===== config.mk =====
export PLATFORM = sky130hd
export DESIGN_NAME = screen_sequencer
export DESIGN_NICKNAME = d
export VERILOG_FILES = /design/src/rtl/screen_pkg.sv /design/src/rtl/frame_tick_gen.sv /design/src/rtl/screen_sequencer.sv
export SDC_FILE = /design/constraint.sdc
export NUM_CORES = 1
export LEC_CHECK = 0
export ABC_AREA = 1
export BUFFER_PORTS_ARGS = -buffer_cell sky130_fd_sc_hd__buf_2
export CAP_MARGIN = 10
export CORE_ASPECT_RATIO = 0.9
export CORE_MARGIN = 5
export CORE_UTILIZATION = 45
export CTS_CLUSTER_SIZE = 14
export DETAILED_ROUTE_END_ITERATION = 8
export GPL_ROUTABILITY_DRIVEN = 0
export PLACE_DENSITY_LB_ADDON = 0.12
export SLEW_MARGIN = 30
export SYNTH_ARGS = -nofsm -noshare
export SYNTH_HDL_FRONTEND = slang
export SYNTH_SLANG_ARGS = --single-unit

===== constraint.sdc =====
create_clock -name CLK -period 1.8 [get_ports CLK]
set_clock_uncertainty 0.1 [all_clocks]
set_input_delay 0 -clock CLK [delete_from_list [all_inputs] [get_ports CLK]]
set_output_delay 0 -clock CLK [all_outputs]
set_load 0.03 [all_outputs]

===== src/rtl/screen_pkg.sv =====
// Shared screen encodings, keycodes and pick geometry for screen_sequencer and color_mapper.
package screen_pkg;

    typedef enum logic [2:0] {
        TITLE = 3'b000,
        PLAY1 = 3'b001,
        PLAY2 = 3'b010,
        PAUSE = 3'b011,
        WIN   = 3'b111
    } screen_t;

    localparam logic [7:0] KEY_ENTER = 8'h28;
    localparam logic [7:0] KEY_ESC   = 8'h29;
    localparam logic [7:0] KEY_W     = 8'h1A;
    localparam logic [7:0] KEY_S     = 8'h16;
    localparam logic [7:0] KEY_A     = 8'h04;
    localparam logic [7:0] KEY_D     = 8'h07;

    localparam int LEVEL_FRAMES = 600;
    localparam int WIN_FRAMES   = 180;
    localparam int STEP         = 4;

    localparam logic [9:0] X_MIN   = 10'd8;
    localparam logic [9:0] X_MAX   = 10'd631;
    localparam logic [9:0] Y_MIN   = 10'd8;
    localparam logic [9:0] Y_MAX   = 10'd471;
    localparam logic [9:0] PICK_X0 = 10'd310;
    localparam logic [9:0] PICK_Y0 = 10'd240;

    localparam logic [9:0] LEVEL_LAST = 10'(LEVEL_FRAMES - 1);
    localparam logic [9:0] WIN_LAST   = 10'(WIN_FRAMES - 1);
    localparam logic [9:0] CNT_MAX    = 10'h3FF;

    // Signed 11-bit step so an underflow below lo clamps instead of wrapping.
    function automatic logic [9:0] step_clamp(input logic [9:0] pos, input logic neg,
                                              input logic [9:0] lo, input logic [9:0] hi);
        logic signed [10:0] p;
        logic signed [10:0] d;
        logic signed [10:0] nxt;
        p   = signed'({1'b0, pos});
        d   = 11'(STEP);
        nxt = neg ? (p - d) : (p + d);
        if (nxt < signed'({1'b0, lo}))
            return lo;
        else if (nxt > signed'({1'b0, hi}))
            return hi;
        else
            return nxt[9:0];
    endfunction

endpackage


===== src/rtl/frame_tick_gen.sv =====
// Registers VS and emits a one-cycle pulse on each rising edge, one cycle after it is seen.
module frame_tick_gen (
    input  logic clk,
    input  logic reset,
    input  logic vs,
    output logic frame_tick
);

    logic vs_q;

    // VS idles high, so the history starts high to avoid a tick on reset release.
    always_ff @(posedge clk) begin
        if (reset) begin
            vs_q       <= 1'b1;
            frame_tick <= 1'b0;
        end else begin
            vs_q       <= vs;
            frame_tick <= vs & ~vs_q;
        end
    end

endmodule


===== src/rtl/screen_sequencer.sv =====
// Game-flow FSM driving currScreen, PickX and PickY from keycodes and frame ticks.
// Optional attract/demo mode is built when SCREEN_SEQ_ATTRACT_EN is defined.
module screen_sequencer
    import screen_pkg::*;
(
    input  logic       CLK,
    input  logic       Reset,
    input  logic       VS,
    input  logic [7:0] keycode,
    output logic [2:0] currScreen,
    output logic [9:0] PickX,
    output logic [9:0] PickY,
    output logic [9:0] frame_cnt
);

    screen_t    state;
    screen_t    resume;
    logic [7:0] keycode_q;
    logic       tick;
    logic       press_enter;
    logic       press_esc;
    logic [9:0] y_up;
    logic [9:0] y_down;
    logic [9:0] move_x;
    logic [9:0] move_y;

    frame_tick_gen u_frame_tick_gen (
        .clk       (CLK),
        .reset     (Reset),
        .vs        (VS),
        .frame_tick(tick)
    );

    assign currScreen  = state;
    assign press_enter = (keycode == KEY_ENTER) && (keycode_q != KEY_ENTER);
    assign press_esc   = (keycode == KEY_ESC) && (keycode_q != KEY_ESC);
    assign y_up        = step_clamp(PickY, 1'b1, Y_MIN, Y_MAX);
    assign y_down      = step_clamp(PickY, 1'b0, Y_MIN, Y_MAX);

    // Direction keys are level-sensitive; only one keycode can be present at a time.
    always_comb begin
        move_x = PickX;
        move_y = PickY;
        if (keycode == KEY_W)
            move_y = y_up;
        else if (keycode == KEY_S)
            move_y = y_down;
        if (keycode == KEY_A)
            move_x = step_clamp(PickX, 1'b1, X_MIN, X_MAX);
        else if (keycode == KEY_D)
            move_x = step_clamp(PickX, 1'b0, X_MIN, X_MAX);
    end

`ifdef SCREEN_SEQ_ATTRACT_EN
    logic [8:0] idle_cnt;
    logic       demo;
    logic       demo_down;
    logic       attract_go;

    assign attract_go = (state == TITLE) && tick && (keycode == 8'h00) && (idle_cnt == 9'h1FF);

    always_ff @(posedge CLK) begin
        if (Reset || (state != TITLE) || (keycode != 8'h00))
            idle_cnt <= 9'd0;
        else if (tick)
            idle_cnt <= idle_cnt + 9'd1;
    end
`endif

    always_ff @(posedge CLK) begin
        if (Reset) begin
            state     <= TITLE;
            resume    <= PLAY1;
            keycode_q <= 8'h00;
            frame_cnt <= 10'd0;
            PickX     <= PICK_X0;
            PickY     <= PICK_Y0;
`ifdef SCREEN_SEQ_ATTRACT_EN
            demo      <= 1'b0;
            demo_down <= 1'b0;
`endif
        end else begin
            keycode_q <= keycode;
            case (state)
                TITLE: begin
                    if (press_enter) begin
                        state     <= PLAY1;
                        frame_cnt <= 10'd0;
                        PickX     <= PICK_X0;
                        PickY     <= PICK_Y0;
                    end
`ifdef SCREEN_SEQ_ATTRACT_EN
                    else if (attract_go) begin
                        state     <= PLAY1;
                        demo      <= 1'b1;
                        demo_down <= 1'b0;
                        frame_cnt <= 10'd0;
                        PickX     <= PICK_X0;
                        PickY     <= PICK_Y0;
                    end
`endif
                    else if (tick && (frame_cnt != CNT_MAX))
                        frame_cnt <= frame_cnt + 10'd1;
                end
                PLAY1: begin
`ifdef SCREEN_SEQ_ATTRACT_EN
                    if (demo) begin
                        if (keycode != 8'h00) begin
                            state     <= TITLE;
                            demo      <= 1'b0;
                            frame_cnt <= 10'd0;
                            PickX     <= PICK_X0;
                            PickY     <= PICK_Y0;
                        end else if (tick) begin
                            PickY <= demo_down ? y_down : y_up;
                            if (demo_down && (y_down == Y_MAX))
                                demo_down <= 1'b0;
                            else if (!demo_down && (y_up == Y_MIN))
                                demo_down <= 1'b1;
                        end
                    end else
`endif
                    if (press_esc) begin
                        state  <= PAUSE;
                        resume <= PLAY1;
                    end else if (tick) begin
                        if (frame_cnt == LEVEL_LAST) begin
                            state     <= PLAY2;
                            frame_cnt <= 10'd0;
                        end else begin
                            frame_cnt <= frame_cnt + 10'd1;
                            PickY     <= move_y;
                        end
                    end
                end
                PLAY2: begin
                    if (press_esc) begin
                        state  <= PAUSE;
                        resume <= PLAY2;
                    end else if (tick) begin
                        if (frame_cnt == LEVEL_LAST) begin
                            state     <= WIN;
                            frame_cnt <= 10'd0;
                        end else begin
                            frame_cnt <= frame_cnt + 10'd1;
                            PickX     <= move_x;
                            PickY     <= move_y;
                        end
                    end
                end
                PAUSE: begin
                    if (press_esc) begin
                        state <= resume;
                    end else if (press_enter) begin
                        state     <= TITLE;
                        frame_cnt <= 10'd0;
                        PickX     <= PICK_X0;
                        PickY     <= PICK_Y0;
                    end
                end
                WIN: begin
                    if (press_enter || (tick && (frame_cnt == WIN_LAST))) begin
                        state     <= TITLE;
                        frame_cnt <= 10'd0;
                        PickX     <= PICK_X0;
                        PickY     <= PICK_Y0;
                    end else if (tick) begin
                        frame_cnt <= frame_cnt + 10'd1;
                    end
                end
                default: begin
                    state     <= TITLE;
                    frame_cnt <= 10'd0;
                    PickX     <= PICK_X0;
                    PickY     <= PICK_Y0;
                end
            endcase
        end
    end

endmodule

==> impl_results.md <==
* # DRC at 0
* Synth warn at 0
* Gr usage total at 25.2%
* Die Span Y at 95.0 µm
* Yosys top cell area share at 24.4%
* TritonCTS buffer count at 5
* Worst-skew pair later-pin latency at 0.31 ns
* Vias in the first global route at 4498
* Die Width at 104 µm
* First-pass GRT wire length at 20.6 mm
* Die ar. at 0.00991 mm²
* WL/cell at 15.1 µm
* Fmax at 0.472 GHz
* Grt total ovfl at 0
* Max Root-Sink Buffers at 2
* Sink Count at 44
* Core area at 0.00795 mm²
* H-tree depth at 2
* Cell area after synthesis at 0.00361 mm²
* Kind of critical path: reg2reg
* Num rows at 31
* Worst Hold Class: in2reg
* Setup TNS at -4.42 ns
* Flops & latches, synth at 44
* Crit end category: register
* Min Hold Slack at 0.196 ns
* Number of I/O port buffers at 43
* Non-filler cells, final at 900
* Via count at 4846
* Failing checks: setup timing
* Syn_area_per_cell at 5.82 µm²
* Routed Antenna Nets at 0
* Hold path cells at 8
* Slew margin rel. at 70.6%
* Post-route clock period utilization at 118%
* Crit-path cells: inv_8 -> ha_4 -> inv_2 -> nand2_2 -> nand2_4 -> nor2_2 -> nand2_1 -> nor2_1 -> nand3_2 -> nand2_4 -> nor2_4 -> nand2_2 -> nand2_2 -> nand2_2 -> nand2_2 -> nand2_1 -> nand3_1
* Share of cells above drive strength 1 at 47.4%
* CP Max Fanout at 5
* Crit path largest cell delay at 0.38 ns
* Leak at 2.66 nW
* Tmin final at 2.12 ns
* Largest net degree at the start of global routing at 34
* Most common cell after layout, fill and taps aside: nand2_1
* Critical Path RT at 1.88 ns
* CTS tree: built
* Peak supply drop at 0.509 mV
* Net count, final at 819
* HPWL after detailed placement at 9.14 mm
* Path depth of the worst reg2reg path at 17
* Pre-CTS WS at -0.310 ns
* Crit path top cell by count: nand2_2
* Maxcap violations at 0
* Starting DRT DRC Count at 313
* Pwr/cell area at 619 mW/mm²
* Register area share after synthesis at 24.4%
* Final core utilization at 74.0%
* Syn_nets at 639
* Vias per cell at 5.38
* Clock root cell: clkbuf_8
* Dpl cells at 850
* Status: finished with violations
* Setup crit start kind: register
* Cells after synthesis at 620
* Total Wirelength at 13.6 mm
* # IOs at 44
* Leading area contributor after synthesis: dfxtp_1
* Iteration count of the initial detailed-routing pass at 5
* Syn-to-layout area delta at 62.9%
* Initial antenna violation count at 0
* Slew Viols, Final at 0
* Antenna cell count at 0
* Initial core utilization at 45.4%
* Slew @ Worst Pin at 0.440 ns
* Final hold violations at 0
* Most frequent cells in the layout: 133 x nand2_1, 118 x buf_4, 66 x inv_1
* Worst path slowest cell: dfxtp_4
* Count of cell types in the netlist at 39
* RSZ-0062 raised after global routing: yes
* Final setup viols at 29
* CP arrival at 2.20 ns
* Fin worst setup slack at -0.320 ns
* Clock-pin slew on the worst setup and hold paths at 0.08 ns
* Synth area leaders: dfxtp_1 24%, nand2_1 19%, nand3_1 9.3%
## worst max-delay path, delay by kind of cell (launching register included)
| family | cells | cell delay [ns] |
|---|---|---|
| and+or+nand+nor | 14 | 1.21 |
| DFF | 1 | 0.38 |
| adders and majority gates | 1 | 0.18 |
| buffers and inverters | 2 | 0.12 |
## kinds of logic (layout without fill, tap and decap cells)
family,count (synthesis),after routing,share of synthesized area (%)
flops,44,44,24.4
compound gates,74,74,11.3
xor+xnor,8,8,1.94
fa+ha+maj,8,8,2.77
buf+inv,105,286,11.9
simple gates,381,381,47.7
## stage by stage
stage	total power, mW	instance area (µm²)
floorplan	2.08	3800
global placement	2.57	4800
detailed placement	2.59	4800
CTS	3.39	5410
global route	3.84	5880
finish	3.64	5880
## cell usage after synthesis, drive strengths merged
library cell  count
nand4            25
a31oi             1
nor2             76
a21oi            31
o21bai            1
clkinv            1
nor4              3
o22ai             1
nor3             16
o31ai             1
inv              92
o21ai            33
and2              1
o2111ai           1
clkbuf            3
buf               9
dfxtp            44
xor2              8
o211ai            5
nand2           188
ha                8
nor3b             1
nand3            69
nand3b            2
## state kept, by name, indices dropped and copies added, names as in the netlist
signal	cells
PickX	10
frame_cnt	10
PickY	9
keycode_q	8
currScreen	3
resume	2
u_frame_tick_gen.frame_tick	1
u_frame_tick_gen.vs_q	1
## where the power goes
part / switching, mW / internal (mW)
clock: 0.363 / 0.272
combinational: 1.04 / 0.736
sequential: 0.149 / 1.08
## repair_timing
item | in CTS | in global routing
hold endpoints to repair | 13 | 0
buffers inserted | 22 | 11
hold buffers | 10 | 0
gates resized for setup | 84 | 105
setup endpoints to repair | 32 | 32
pin swaps | 45 | 57
## routing by layer
metal / share of wire (%) / vias to the layer above / global-route usage (%)
met5: 0 / - / 0
met4: 2.5 / 0 / 7.44
met3: 8.1 / 42 / 4.51
met2: 47 / 202 / 42.4
met1: 42 / 2226 / 33.2
li1: - / 2376 / -
## path summary, 6_finish.rpt
check / slack [ns] / from / endpoint
setup / recovery: -0.32 / PickX[2] / PickX[1]
hold / removal: 0.20 / keycode[4] / PickY[6]
setup reg to reg: -0.32 / PickX[2] / PickX[1]
hold reg to reg: 0.30 / u_frame_tick_gen.vs_q / u_frame_tick_gen.frame_tick
## cell type report
class | instances | area, µm²
multi-input combinational | 471 | 2990
inverter | 93 | 379
clock inverter | 2 | 12.5
fill | 627 | 2070
tap | 99 | 124
sequential | 44 | 938
clock buffer | 6 | 72.6
timing repair buffer | 185 | 1370
No activity file was read; power rests on OpenSTA's default activity.
